--- config.mk ---
export PLATFORM = sky130hd
export DESIGN_NAME = qos_fifo_read_sched
export DESIGN_NICKNAME = d
export VERILOG_FILES = /design/src/rtl/qos_pkg.sv /design/src/rtl/qos_rr_pick.sv /design/src/rtl/qos_fifo_read_sched.sv
export SDC_FILE = /design/constraint.sdc
export NUM_CORES = 1
export LEC_CHECK = 0
export CELL_PAD_IN_SITES_DETAIL_PLACEMENT = 1
export CELL_PAD_IN_SITES_GLOBAL_PLACEMENT = 2
export CORE_MARGIN = 5
export CORE_UTILIZATION = 34
export CTS_BUF_LIST = sky130_fd_sc_hd__clkbuf_16
export CTS_CLUSTER_SIZE = 10
export DETAILED_ROUTE_END_ITERATION = 16
export PLACE_DENSITY_LB_ADDON = 0.15
export SETUP_SLACK_MARGIN = 0.1
export SLEW_MARGIN = 15
export SYNTH_ARGS = -nofsm -noshare
export SYNTH_HDL_FRONTEND = slang
export SYNTH_SLANG_ARGS = --single-unit
--- constraint.sdc ---
create_clock -name clk -period 7 [get_ports clk]
set_input_delay 1.4 -clock clk [delete_from_list [all_inputs] [get_ports clk]]
set_output_delay 1.4 -clock clk [all_outputs]
set_load 0.01 [all_outputs]
--- src/rtl/qos_pkg.sv ---
// Shared types, defaults and helpers for the QoS FIFO read scheduler.
package qos_pkg;

  typedef enum logic {
    ST_SELECT = 1'b0,
    ST_XFER   = 1'b1
  } state_t;

  localparam int NUM_Q_DEF    = 4;
  localparam int WEIGHT_W_DEF = 4;

  // Upper bounds used to size the weight-slice helper for any legal configuration.
  localparam int MAX_Q        = 8;
  localparam int MAX_WEIGHT_W = 16;
  localparam int MAX_CFG_W    = MAX_Q * MAX_WEIGHT_W;

  function automatic logic [MAX_WEIGHT_W-1:0] weight_slice(
    input logic [MAX_CFG_W-1:0] cfg,
    input int                   idx,
    input int                   w
  );
    logic [MAX_WEIGHT_W-1:0] mask;
    mask = (MAX_WEIGHT_W'(1) << w) - MAX_WEIGHT_W'(1);
    return MAX_WEIGHT_W'(cfg >> (idx * w)) & mask;
  endfunction

endpackage

--- src/rtl/qos_rr_pick.sv ---
// Rotating priority encoder: first set bit of 'eligible' at or above rr_ptr, wrapping.
module qos_rr_pick #(
  parameter int NUM_Q  = 4,
  parameter int QIDX_W = 2
) (
  input  logic [NUM_Q-1:0]  eligible,
  input  logic [QIDX_W-1:0] rr_ptr,
  output logic [QIDX_W-1:0] idx,
  output logic              found
);

  always_comb begin
    idx   = '0;
    found = 1'b0;
    for (int k = 0; k < NUM_Q; k++) begin
      if (!found && eligible[(int'(rr_ptr) + k) % NUM_Q]) begin
        idx   = QIDX_W'((int'(rr_ptr) + k) % NUM_Q);
        found = 1'b1;
      end
    end
  end

endmodule

--- src/rtl/qos_fifo_read_sched.sv ---
// Packet-granular WRR read scheduler for the per-class QoS input FIFOs.
// Optional macro QOS_STRICT_PRIO_EN gives class 0 strict priority over the WRR classes.
module qos_fifo_read_sched
  import qos_pkg::*;
#(
  parameter int NUM_Q    = NUM_Q_DEF,
  parameter int WEIGHT_W = WEIGHT_W_DEF,
  parameter int QIDX_W   = 2
) (
  input  logic                      clk,
  input  logic                      rst,
  input  logic [NUM_Q-1:0]          q_empty,
  input  logic [NUM_Q-1:0]          q_eop,
  input  logic [NUM_Q*WEIGHT_W-1:0] cfg_weight,
  input  logic                      out_ready,
  output logic [NUM_Q-1:0]          rd_en,
  output logic                      grant_valid,
  output logic [QIDX_W-1:0]         grant_q,
  output logic                      pkt_done
);

`ifdef QOS_STRICT_PRIO_EN
  localparam bit STRICT_PRIO = 1'b1;
`else
  localparam bit STRICT_PRIO = 1'b0;
`endif

  state_t              state_q, state_d;
  logic [QIDX_W-1:0]   rr_ptr_q, rr_ptr_d;
  logic [QIDX_W-1:0]   grant_d;
  logic                grant_valid_q, grant_valid_d;
  logic [WEIGHT_W-1:0] credit_q [NUM_Q];
  logic [WEIGHT_W-1:0] credit_d [NUM_Q];
  logic [WEIGHT_W-1:0] weight   [NUM_Q];
  logic [MAX_CFG_W-1:0] cfg_ext;
  logic [NUM_Q-1:0]    eligible;
  logic [NUM_Q-1:0]    reloadable;
  logic [QIDX_W-1:0]   pick_idx;
  logic                pick_found;
  logic                prio0;
  logic                take0;

  assign grant_valid = grant_valid_q;

  always_comb begin
    cfg_ext = '0;
    cfg_ext[NUM_Q*WEIGHT_W-1:0] = cfg_weight;
    for (int i = 0; i < NUM_Q; i++) begin
      weight[i] = WEIGHT_W'(weight_slice(cfg_ext, i, WEIGHT_W));
    end
  end

  // A class with data and a nonzero weight either still has credit (eligible)
  // or has used up its round (reloadable).
  always_comb begin
    eligible   = '0;
    reloadable = '0;
    for (int i = 0; i < NUM_Q; i++) begin
      eligible[i]   = !q_empty[i] && (weight[i] != '0) && (credit_q[i] != '0);
      reloadable[i] = !q_empty[i] && (weight[i] != '0) && (credit_q[i] == '0);
    end
    prio0 = !q_empty[0] && (weight[0] != '0);
    take0 = STRICT_PRIO && prio0;
  end

  qos_rr_pick #(
    .NUM_Q  (NUM_Q),
    .QIDX_W (QIDX_W)
  ) u_pick (
    .eligible (eligible),
    .rr_ptr   (rr_ptr_q),
    .idx      (pick_idx),
    .found    (pick_found)
  );

  always_comb begin
    state_d       = state_q;
    rr_ptr_d      = rr_ptr_q;
    grant_d       = grant_q;
    grant_valid_d = grant_valid_q;
    credit_d      = credit_q;
    rd_en         = '0;
    pkt_done      = 1'b0;

    case (state_q)
      ST_SELECT: begin
        if (take0) begin
          grant_d       = '0;
          grant_valid_d = 1'b1;
          state_d       = ST_XFER;
        end else if (pick_found) begin
          grant_d       = pick_idx;
          grant_valid_d = 1'b1;
          state_d       = ST_XFER;
        end else if (|reloadable) begin
          credit_d = weight;
        end else begin
          grant_valid_d = 1'b0;
        end
      end

      ST_XFER: begin
        // The grant is held across empty or backpressured cycles until EOP is read.
        if (!rst && out_ready && !q_empty[grant_q]) begin
          rd_en[grant_q] = 1'b1;
          if (q_eop[grant_q]) begin
            pkt_done = 1'b1;
            if (!(STRICT_PRIO && grant_q == '0) && credit_q[grant_q] != '0) begin
              credit_d[grant_q] = credit_q[grant_q] - WEIGHT_W'(1);
            end
            rr_ptr_d      = (grant_q == QIDX_W'(NUM_Q - 1)) ? '0 : grant_q + QIDX_W'(1);
            grant_valid_d = 1'b0;
            state_d       = ST_SELECT;
          end
        end
      end
    endcase
  end

  always_ff @(posedge clk) begin
    if (rst) begin
      state_q       <= ST_SELECT;
      rr_ptr_q      <= '0;
      grant_q       <= '0;
      grant_valid_q <= 1'b0;
      for (int i = 0; i < NUM_Q; i++) begin
        credit_q[i] <= '0;
      end
    end else begin
      state_q       <= state_d;
      rr_ptr_q      <= rr_ptr_d;
      grant_q       <= grant_d;
      grant_valid_q <= grant_valid_d;
      credit_q      <= credit_d;
    end
  end

endmodule

-- After elaboration in Yosys (flattened, before gate mapping)
Cells that the tools add are included.
W data, S select, Z words.
- flip-flop bits (word level): 22
- latch bits: 0
- bits in writable memories: 0
- bits in read-only memories: 0
- bits of input ports: 27
- output and inout bits: 8
- word-level logic and storage cells: 134
- memories kept: 0
- add/subtract/negate cells: 5
- $mul: 0
- div/mod/pow operators: 0
- order comparisons: 8
- equality and inequality tests: 7
- shifts and indexed selects: 0
- muxes and demuxes: 52
- bitwise operators: 5
- reductions and logical operators: 49
- operator list (cell ; count):
    $mux W16 ; 5
    $reduce_bool A4 Y1 ; 9
    $pmux W16 S2 ; 1
    $mux W1 ; 24
    $mux W4 ; 5
    $logic_and A1 B1 Y1 ; 19
    $bwmux W16 ; 1
    $logic_not A4 Y1 ; 4
    $bmux W1 S2 ; 6
    $lt A3 B4 Y1 const B ; 3
    $mux W2 ; 5
    $logic_not A1 Y1 ; 9
    $bmux W4 S2 ; 1
    $demux W4 S2 ; 1
    $lt A2 B3 Y1 const B ; 2
    $ne A2 B1 Y1 const B ; 3
    $reduce_and A3 Y1 ; 2
    $reduce_or A2 Y1 ; 3
    $reduce_and A5 Y1 ; 1
    $add A2 B1 Y2 const B ; 2
    $add A2 B2 Y2 const B ; 2
    $ne A2 B2 Y1 const B ; 2
    $pmux W1 S2 ; 2
    $reduce_or A4 Y1 ; 1
    11 further kinds ; 13

-- Logic depth before layout (Yosys ltp)
Gate-level depths: netlist of run 1.
- word-level depth: 17
- depth in mapped cells: 10

-- Cells and area by module
Synthesis of run 1 repeated with hierarchy kept, for this count alone.
- cells, all modules: 213
- area, all modules: 1697.9 sq um
- by module, submodules not included (module ; instances ; cells an instance ; area an instance (sq um)):
    qos_fifo_read_sched ; 1 ; 198 ; 1620.3
    qos_rr_pick ; 1 ; 15 ; 77.6

-- Worst setup path before layout of run 1
Ideal clock, no wire load.
- path type: in2out
- start: input port q_empty[3]
- end: output port pkt_done
- arrival: 2246 ps
- setup slack: 3354 ps
- cell stages on the path: 2
- cell sequence: mux4_2 -> nor3b_4
- word-level cells in the longest chain between the ends: 6
- RTL lines (element ; line ; text):
    start, declared ; qos_fifo_read_sched.sv:12 ; input logic [NUM_Q-1:0] q_empty,
    $bmux W1 S2 ; qos_fifo_read_sched.sv:104 ; if (!rst && out_ready && !q_empty[grant_q]) begin
    $mux W1 (not written as such) ; qos_fifo_read_sched.sv:104 ;
    $logic_not A1 Y1 ; qos_fifo_read_sched.sv:104 ;
    $logic_and A1 B1 Y1 ; qos_fifo_read_sched.sv:104 ;
    $mux W1 ; qos_fifo_read_sched.sv:104 ;
    $mux W1 ; qos_fifo_read_sched.sv:85 ; case (state_q)
    end, declared ; qos_fifo_read_sched.sv:19 ; output logic pkt_done
No other way between the ends. The select of a mux whose other input is x is not followed.

-- Worst setup path after layout of run 1
- start: input port q_empty[2]
- end: output port pkt_done
Same word-level chain as after synthesis.

==> run summary, run 1 <==
Synth Instances: 177
Final Max Tran Viols: 0
CP max-delay cell: clkdlybuf4s50_1
H-tree depth: 1
Worst-Skew Late Latency: 0.26 ns
Worst-path cell chain: clkdlybuf4s50_1, mux4_2, nor3b_4, clkdlybuf4s50_1
DRC: 0
Area of the mapped netlist: 0.00169 mm2
Synthesized Nets: 210
First-pass GRT wire length: 8.82 mm
Sequential area share after synthesis: 0.260
Post-synth ARST share: 0
Vias per cell: 5.82
Crit Path Max Fanout: 7
Slew @ Worst Pin: 0.855 ns
DIE HEIGHT: 80.5 um
Reg-to-Reg End: credit_q[14]
I/O Buffers: 34
Worst IR Drop VDD: 0.193 mV
TNS Setup: 0 ns
CTS Hold Buffers Added: 0
Most frequent cells in the layout: clkdlybuf4s50_1, dfxtp_1, a21oi_1
RR Startpoint: grant_q[0]
Vias in the first global route: 1,698
Adder and majority cell fraction of the synthesized area: 0.0444
Clock skew: 0.00174 ns
Tightest Hold Check Type: register to register
Max_cap viols: 0
Worst Hold End: credit_q[5]
Endpoints failing setup: 0
IO Pins: 35
Pin count of the biggest net entering global routing: 37
Nets: 239
Final Critical Period: 4.84 ns
Clk sinks: 22
Fmax: 0.207 GHz
Detail Route Antenna Nets: 0
Initial Util: 0.353
Largest family of logic cells by synthesized area: compound AO/OA/AOI/OAI gates
Placeable Area: 0.00479 mm2
1st-pass router iterations: 4
Synth top area share: 0.260
Synth Area in Simple Gates: 0.222
CTS buffer count: 3
Post-CTS resize count: 0
Reg2Reg Depth: 7
Register bit count reported by yosys: 22
WP data required: 5.60 ns
Avg WL per Cell: 20.0 um
Hpwl dp: 4.16 mm
Leak: 0.684 nW
Hold path depth: 2
GPL Wtd Cong: 0.791
Gr ovfl total: 0
RSZ-0062 raised after global routing: false
Largest stage delay, worst path: 0.62 ns
Syn avg cell area: 9.56 um2
Initial antenna violation count: 0
Distinct cells, synth: 43
Critical path class: primary input to primary output
Synth-to-Final Area Change: 25.3%
DR iter-0 viols: 58
Min-delay src: credit_q[5]
Reg clk slew, reported paths: 0.06 ns
Post-Synth XOR/XNOR Area: 0.0104
Area contributors post-synth: dfxtp_1, a221oi_2, a21oi_1
Synth area leader: dfxtp_1
Tcrit/Tclk final: 0.691
GRT Total Usage: 0.176
Pwr/cell area: 402 mW/mm2
Synth Warn #: 0
Final hold viol count: 0
Fill cells: 558
Synth Area in Compound Gates: 0.302
CP arrival: 3.44 ns
Max clock buf depth: 2
Antenna Cells: 0
# Post-CTS Setup Buffers: 0
Status: finished clean
Mux contribution to synthesized area: 0.0925
Commonest non-fill, non-tap cell in the layout: clkdlybuf4s50_1
Routed vias: 1,584
Top FF cell, synth: dfxtp_1
Cell area after layout: 0.00212 mm2
Layout cells sized above 1: 0.141
Nature of the critical path startpoint: primary input
Die area: 0.00649 mm2
Post-synth EDFFs: 0
Routed wire length: 5.44 mm
Die X: 80.5 um
Top cell by count, worst path: clkdlybuf4s50_1
Core Rows: 25
Placement Cell Area: 0.00204 mm2
Setup slack, reg-to-reg: 3.87 ns
TritonCTS clock tree: yes
Max-slew headroom: 0.425
CP Capture Type: primary output
CTS root buf: clkbuf_16
-- critical path: cells and delay by family --
| family | cells | cell delay (ns) |
|---|---|---|
| buffers and inverters | 2 | 1.08 |
| AND/OR/NAND/NOR | 1 | 0.42 |
| multiplexers | 1 | 0.53 |
-- where the power goes --
part | leakage (nW) | internal, mW | total, mW | switching, mW
registers | 0.181 | 0.162 | 0.212 | 0.0499
clock network | 0.0385 | 0.0763 | 0.123 | 0.0464
logic | 0.464 | 0.213 | 0.517 | 0.304
-- through the flow --
stage | worst slack (ns) | power (mW) | util | hold WS, ns | cells
finish | 2.16 | 0.852 | 0.443 | 0.595 | 272
global route | 2.11 | 0.918 | 0.443 | 0.624 | 272
CTS | 2.16 | 0.860 | 0.443 | 0.594 | 272
detailed placement | 2.18 | 0.735 | 0.426 | 0.582 | 268
global placement | 2.22 | 0.725 | 0.426 | 0.571 | 268
floorplan | 3.35 | 0.604 | - | 0.518 | 177
-- metal layers --
metal  track usage  vias up  routed length, um
li1              -      768                  -
met1         0.228      771               2540
met2         0.300       38               2590
met3        0.0269        7                230
met4        0.0524        0                 82
met5             0        -                  0
-- registers in the layout, indices dropped and copies added (netlist names) --
name / count
credit_q: 16
grant_q: 2
rr_ptr_q: 2
grant_valid: 1
state_q: 1
-- cell families (layout without fill, tap and decap cells) --
logic type,count (synthesis),after routing
AOI/OAI and AO/OA,63,63
and+or+nand+nor,58,58
DFF,22,22
buffers and inverters,19,47
muxes,7,7
adders and majority gates,6,6
xor gates and xnor gates,2,2
-- worst max path at each step --
stage / startpoint / endpoint / slack [ns] / cells past startpoint
floorplan: q_empty[3] / pkt_done / 3.35 / 2
global route: q_empty[2] / pkt_done / 2.11 / 4
global placement: q_empty[2] / pkt_done / 2.22 / 4
detailed placement: q_empty[2] / pkt_done / 2.18 / 4
finish: q_empty[2] / pkt_done / 2.16 / 4
CTS: q_empty[2] / pkt_done / 2.16 / 4
-- synth_stat cells (2+ instances only) --
library cell  number
dfxtp_1           22
a21oi_1           21
a221oi_2          14
o21ai_0           10
nand3_1            9
nor2_1             8
o22ai_1            8
inv_1              7
nand2_1            7
nor4_1             7
ha_1               6
clkbuf_1           5
and2_1             4
buf_6              4
nand2b_1           4
nor3_1             4
mux4_1             3
mux4_2             3
nor3b_1            3
a221oi_1           2
nand3b_1           2
o41ai_1            2
or4_4              2
-- cell type report --
cell class | count | area (um2) | area share
clock buffers | 3 | 75.1 | 0.0354
clock inverters | 1 | 3.75 | 0.00177
inverters | 7 | 26.3 | 0.0124
multi-input cells | 136 | 1130 | 0.535
flip-flops and latches | 22 | 440 | 0.208
well taps | 67 | 83.8 | 0.0396
repair buffers | 36 | 355 | 0.168
Note: power is estimated with default switching activity, not from simulation.
==> inputs of run 2 (changes only) <==
--- a/config.mk
+++ b/config.mk
@@ -8,7 +8,7 @@
 export CELL_PAD_IN_SITES_DETAIL_PLACEMENT = 1
 export CELL_PAD_IN_SITES_GLOBAL_PLACEMENT = 2
 export CORE_MARGIN = 5
-export CORE_UTILIZATION = 34
+export CORE_UTILIZATION = 28
 export CTS_BUF_LIST = sky130_fd_sc_hd__clkbuf_16
 export CTS_CLUSTER_SIZE = 10
 export DETAILED_ROUTE_END_ITERATION = 16
==> constraint.sdc (replaced) <==
create_clock -name clk -period 4.15 [get_ports clk]
set_input_delay 0.83 -clock clk [delete_from_list [all_inputs] [get_ports clk]]
set_output_delay 0.83 -clock clk [all_outputs]
set_load 0.01 [all_outputs]
==> run summary, run 2 (synthesis gave the netlist of run 1 again) <==
IO Pins: 35 (unchanged)
Initial antenna violation count: 0 (unchanged)
Area occupied by multi-input gates: 0.00113 mm2 (unchanged)
DRC: 0 (unchanged)
Layout cells sized above 1: 0.150 (+0.00830)
Nets: 241 (+0.84%)
Final Max Tran Viols: 0 (unchanged)
Vias per cell: 5.56 (-4.6%)
Detail Route Antenna Nets: 0 (unchanged)
Leak: 0.695 nW (+1.6%)
Register area: 440 um2 (unchanged)
Post-CTS resize count: 0 (unchanged)
Final hold viol count: 0 (unchanged)
Reg2Reg Depth: 7 (unchanged)
Most flops, register: credit_q
Final Critical Period: 3.57 ns
Pwr/cell area: 678 mW/mm2 (+69%)
Fin worst setup slack: 0.582 ns (-1.58 ns)
Synth-to-Final Area Change: 26.8%
Hpwl dp: 4.51 mm (+8.4%)
Avg WL per Cell: 20.2 um (+1.2%)
Clock skew: 0.00225 ns (+0.000504 ns)
Max clock buf depth: 2 (unchanged)
DR iter-0 viols: 118 (+100%)
Tcrit/Tclk final: 0.860
Pin count of the biggest net entering global routing: 37 (unchanged)
DIE HEIGHT: 87.7 um (+8.9%)
CP startpoint: q_empty[0]
Commonest non-fill, non-tap cell in the layout: clkdlybuf4s50_1
TritonCTS clock tree: yes
Clk sinks: 22 (unchanged)
Total chip power: 1.45 mW (+71%)
Most frequent cells in the layout: clkdlybuf4s50_1, dfxtp_1, a21oi_1
WP data required: 3.32 ns (-2.28 ns)
Status: finished clean
Worst IR Drop VDD: 0.227 mV (+18%)
Dpl ws: 0.579 ns (-1.60 ns)
Die area: 0.00770 mm2 (+19%)
Regs by FF count: credit_q (16), grant_q (2), rr_ptr_q (2)
First-pass GRT wire length: 9.21 mm (+4.5%)
RSZ-0062 raised after global routing: false
Tightest Hold Check Type: register to register
CP Capture Type: primary output
Reg-to-Reg End: credit_q[14]
RR Startpoint: grant_q[0]
Critical path class: primary input to primary output
Routed vias: 1,567 (-1.1%)
GPL Wtd Cong: 0.806 (+1.9%)
CTS Hold Buffers Added: 0 (unchanged)
Slew @ Worst Pin: 0.796 ns (-0.0589 ns)
Setup slack, reg-to-reg: 1.16 ns (-2.71 ns)
Worst Hold Margin: 0.588 ns (-0.00740 ns)
Max-slew headroom: 0.465 (+0.0396)
H-tree depth: 1 (unchanged)
Max_cap viols: 0 (unchanged)
Initial Util: 0.287 (-0.0660)
1st-pass router iterations: 4 (unchanged)
CTS buffer count: 3 (unchanged)
Fmax: 0.280 GHz
Routed wire length: 5.71 mm (+4.9%)
Worst-Skew Late Latency: 0.26 ns (about the same)
Vias in the first global route: 1,666 (-1.9%)
Die X: 87.7 um (+8.9%)
CTS root buf: clkbuf_16
GRT Total Usage: 0.156 (-0.0207)
Core Rows: 28 (+12%)
Crit path capture: rd_en[0]
Crit Path Max Fanout: 4 (-3)
Reg clk slew, reported paths: 0.06 ns (about the same)
I/O Buffers: 34 (unchanged)
# Post-CTS Setup Buffers: 0 (unchanged)
Max reg flops: 16 (unchanged)
TNS Setup: 0 ns (unchanged)
Endpoints failing setup: 0 (unchanged)
Fill cells: 681 (+22%)
Antenna Cells: 0 (unchanged)
Gr ovfl total: 0 (unchanged)
CP arrival: 2.74 ns (-0.70 ns)
Placeable Area: 0.00589 mm2 (+23%)
Nature of the critical path startpoint: primary input
## run 2: cell types whose count changed in the layout (fill, tap and decap cells not counted), sizes merged
cell / delta
buf: +2
## run 2: worst max-delay path, stage by stage
cell             delay, ns
clkdlybuf4s50_1       0.47
mux4_2                0.53
nor2_1                0.21
and2_1                0.15
clkdlybuf4s50_1       0.54
## run 2: cell type report
type                       instances  area share
multi-input combinational        136       0.529
sequential                        22       0.205
timing repair buffer              38       0.173
tap                               75      0.0438
clock buffer                       3      0.0350
inverter                           7      0.0123
clock inverter                     1     0.00175
## run 2: metrics by stage
| stage | util | area, um2 | std cells |
|---|---|---|---|
| floorplan | - | 1690 | 177 |
| detailed placement | 0.351 | 2070 | 278 |
| global route | 0.364 | 2140 | 282 |
| global placement | 0.351 | 2070 | 278 |
| CTS | 0.364 | 2140 | 282 |
| finish | 0.364 | 2140 | 282 |
## run 2: layer usage
layer / GRT usage / part of all wire / vias to the layer above
met5: 0 / 0 / -
met4: 0.0307 / 0.012 / 0
met3: 0.0263 / 0.028 / 6
met2: 0.277 / 0.51 / 23
met1: 0.198 / 0.45 / 778
li1: - / - / 760
## run 2: worst min path at each step
stage	start	end	slack (ns)	depth (start not counted)
after floorplan	credit_q[13]	credit_q[13]	0.52	2
after CTS	credit_q[13]	credit_q[13]	0.59	2
after global routing	credit_q[14]	credit_q[14]	0.62	2
final	credit_q[13]	credit_q[13]	0.59	2
after global placement	credit_q[14]	credit_q[14]	0.57	2
after detailed placement	credit_q[13]	credit_q[13]	0.58	2
## run 2: report_power, final
part	total (mW)	switching (mW)	internal, mW	leakage [nW]
logic	0.888	0.526	0.361	0.475
clock network	0.207	0.0785	0.129	0.0385
registers	0.359	0.0855	0.274	0.181
total	1.45	0.690	0.764	0.695
==> inputs of run 3 (changes only) <==
--- a/config.mk
+++ b/config.mk
@@ -5,10 +5,11 @@
 export SDC_FILE = /design/constraint.sdc
 export NUM_CORES = 1
 export LEC_CHECK = 0
+export ABC_AREA = 1
 export CELL_PAD_IN_SITES_DETAIL_PLACEMENT = 1
 export CELL_PAD_IN_SITES_GLOBAL_PLACEMENT = 2
 export CORE_MARGIN = 5
-export CORE_UTILIZATION = 28
+export CORE_UTILIZATION = 25
 export CTS_BUF_LIST = sky130_fd_sc_hd__clkbuf_16
 export CTS_CLUSTER_SIZE = 10
 export DETAILED_ROUTE_END_ITERATION = 16
==> run summary, run 3 <==
Max clock buf depth: 2 (unchanged)
Slew @ Worst Pin: 0.873 ns (+0.0774 ns)
Area of the mapped netlist: 0.00203 mm2 (+20%)
Worst-path cell chain: clkdlybuf4s50_1, nor2_1, nor2_1, o21ai_1, o21ai_1, nand4_2, nor2_1, clkdlybuf4s50_1
Gr ovfl total: 0 (unchanged)
Layout cells sized above 1: 0.0799 (-0.0699)
DRC: 0 (unchanged)
Tightest Hold Check Type: register to register
Nature of the critical path startpoint: primary input
Routed wl met3: 241 um (+51%)
Core Rows: 32 (+14%)
Sequential area share after synthesis: 0.217 (-0.0435)
Top FF cell, synth: dfxtp_1
Synth-to-Final Area Change: 23.2%
CP Capture Type: primary output
Layout Cells excl Fill: 465 (+65%)
Max-slew headroom: 0.417 (-0.0475)
Top cell by count, worst path: nor2_1
Largest stage delay, worst path: 0.59 ns (+0.05 ns)
Leak: 1.17 nW (+68%)
Synth area leader: dfxtp_1
Antenna Cells: 0 (unchanged)
Post-synth ARST share: 0 (unchanged)
Distinct cells, synth: 31 (-28%)
Clk sinks: 22 (unchanged)
Synth Warn #: 0 (unchanged)
CTS root buf: clkbuf_16
Met2 routed wirelength: 3.29 mm (+13%)
Avg WL per Cell: 15.6 um (-23%)
Endpoints failing setup: 0 (unchanged)
CTS buffer count: 3 (unchanged)
Final Critical Period: 3.45 ns (-0.116 ns)
Worst IR Drop VDD: 0.414 mV (+83%)
Hold path depth: 4 (+2)
Synth top area share: 0.217 (-0.0435)
RSZ-0062 raised after global routing: false
RR Startpoint: grant_q[0]
Initial antenna violation count: 0 (unchanged)
First-pass GRT wire length: 11.7 mm (+27%)
Reg-to-Reg End: credit_q[7]
Min-delay src: credit_q[9]
Vias in the first global route: 2,240 (+34%)
1st-pass router iterations: 5 (+1)
Crit Path Max Fanout: 4 (unchanged)
Pwr/cell area: 853 mW/mm2 (+26%)
CTS Hold Buffers Added: 0 (unchanged)
CP arrival: 2.62 ns (-0.12 ns)
I/O Buffers: 34 (unchanged)
Routed vias: 2,189 (+40%)
Vias per cell: 4.71 (-15%)
Status: finished clean
Tcrit/Tclk final: 0.832 (-0.0279)
Met1 WL: 3.68 mm (+44%)
Reg2Reg Depth: 11 (+4)
DIE HEIGHT: 100 um (+14%)
Critical path class: primary input to primary output
Clock skew: 0.00400 ns (+0.00175 ns)
Max reg flops: 16 (unchanged)
TNS Setup: 0 ns (unchanged)
Most frequent cell after synthesis: nand2_1
GPL Wtd Cong: 0.801 (-0.66%)
Commonest non-fill, non-tap cell in the layout: nand2_1
Placeable Area: 0.00781 mm2 (+33%)
Area contributors post-synth: dfxtp_1, nand2_1, inv_1
Delay-heaviest family, CP: buffers and inverters
Detail Route Antenna Nets: 0 (unchanged)
Setup slack, reg-to-reg: 0.97 ns (-0.19 ns)
Final hold viol count: 0 (unchanged)
Die area: 0.0100 mm2 (+30%)
Worst-Skew Late Latency: 0.26 ns (about the same)
Register bit count reported by yosys: 22 (unchanged)
DR iter-0 viols: 54 (-54%)
Dpl ws: 0.706 ns (+0.127 ns)
Fill cells: 1,034 (+52%)
Synth Instances: 335 (+89%)
Fin worst setup slack: 0.698 ns (+0.116 ns)
Regs by FF count: credit_q (16), grant_q (2), rr_ptr_q (2)
Fmax: 0.290 GHz (+3.3%)
Synthesized Nets: 368 (+75%)
Post-CTS resize count: 0 (unchanged)
Hpwl dp: 5.63 mm (+25%)
WP buf/inv: 2 (unchanged)
Total chip power: 2.14 mW (+47%)
Pin count of the biggest net entering global routing: 29 (-22%)
Initial Util: 0.260 (-0.0273)
Die X: 100 um (+14%)
Nets: 397 (+65%)
TritonCTS clock tree: yes
Syn avg cell area: 6.06 um2 (-37%)
Most frequent cells in the layout: nand2_1, inv_1, nor2_1
Post-synth EDFFs: 0 (unchanged)
Routed wire length: 7.27 mm (+27%)
H-tree depth: 1 (unchanged)
Final Max Tran Viols: 0 (unchanged)
Commonest cells in the netlist: nand2_1, inv_1, nor2_1
Most flops, register: credit_q
Worst Hold End: credit_q[9]
CP max-delay cell: clkdlybuf4s50_1
Max_cap viols: 0 (unchanged)
Reg clk slew, reported paths: 0.07 ns (about the same)
# Post-CTS Setup Buffers: 0 (unchanged)
WP data required: 3.32 ns (about the same)
GRT Total Usage: 0.149 (-0.00718)
IO Pins: 35 (unchanged)
Post-Place Cells: 461 (+66%)
DR top layer: met4
==> run 3: cell count changes in the layout (fill, tap and decap cells not counted), sizes merged, moves of 6 or more <==
cell    before  now
nand4        0   29
a22oi        1    8
a221oi      16    0
o22ai        8    0
mux4         6    0
nand2        7   81
a21oi       21   13
o21ai       10   18
nor2         8   47
nand3       10   29
inv          7   56
nor4         8    0
==> run 3: worst register-to-register path: cells and delay by family (launching register included) <==
family	cells	cell delay, ns
simple gates	7	1.27
buf+inv	1	0.31
fa+ha+maj	1	0.29
compound gates	2	0.31
flops	1	0.89
==> run 3: cell type report <==
cell class / instances / area (um2) / share of cell area
Multi-Input combinational cell: 243 / 1280 / 0.513
Sequential cell: 22 / 440 / 0.176
Timing Repair Buffer: 35 / 348 / 0.139
Inverter: 59 / 224 / 0.0895
Tap cell: 102 / 128 / 0.0510
Clock buffer: 3 / 75.1 / 0.0300
Clock inverter: 1 / 3.75 / 0.00150
==> run 3: worst max path at each step <==
stage	cells past startpoint	from	endpoint	slack, ns
2_1_floorplan	5	q_empty[3]	pkt_done	1.89
3_3_place_gp	5	rst	rd_en[2]	0.69
3_5_place_dp	8	q_eop[0]	pkt_done	0.71
4_1_cts	8	q_eop[0]	pkt_done	0.70
5_1_grt	7	grant_q[0]	pkt_done	0.54
6_report	8	q_eop[0]	pkt_done	0.70
==> run 3: kinds of logic after synthesis <==
kind of cell	count (synthesis)	synth area share
buffers and inverters	70	0.151
xor gates and xnor gates	2	0.0123
AOI/OAI and AO/OA	41	0.121
and+or+nand+nor	194	0.462
adders and majority gates	6	0.0370
DFF	22	0.217
==> run 3: power by group <==
group,switching (mW),total [mW],internal (mW)
clock network,0.0884,0.218,0.129
registers,0.0996,0.405,0.305
logic,1.02,1.51,0.497
total,1.20,2.14,0.932
==> run 3: per-stage QoR <==
step	area (um2)	hold WS, ns	utilization
after CTS	2500	0.539	0.321
final	2500	0.533	0.321
after global routing	2500	0.563	0.321
after detailed placement	2420	0.527	0.310
after floorplan	2030	0.497	-
after global placement	2420	0.520	0.310
==> run 3: routing by layer <==
| metal | up-vias | GRT usage |
|---|---|---|
| met5 | - | 0 |
| met4 | 0 | 0.0259 |
| met3 | 4 | 0.0202 |
| met2 | 36 | 0.245 |
| met1 | 1005 | 0.208 |
| li1 | 1144 | - |
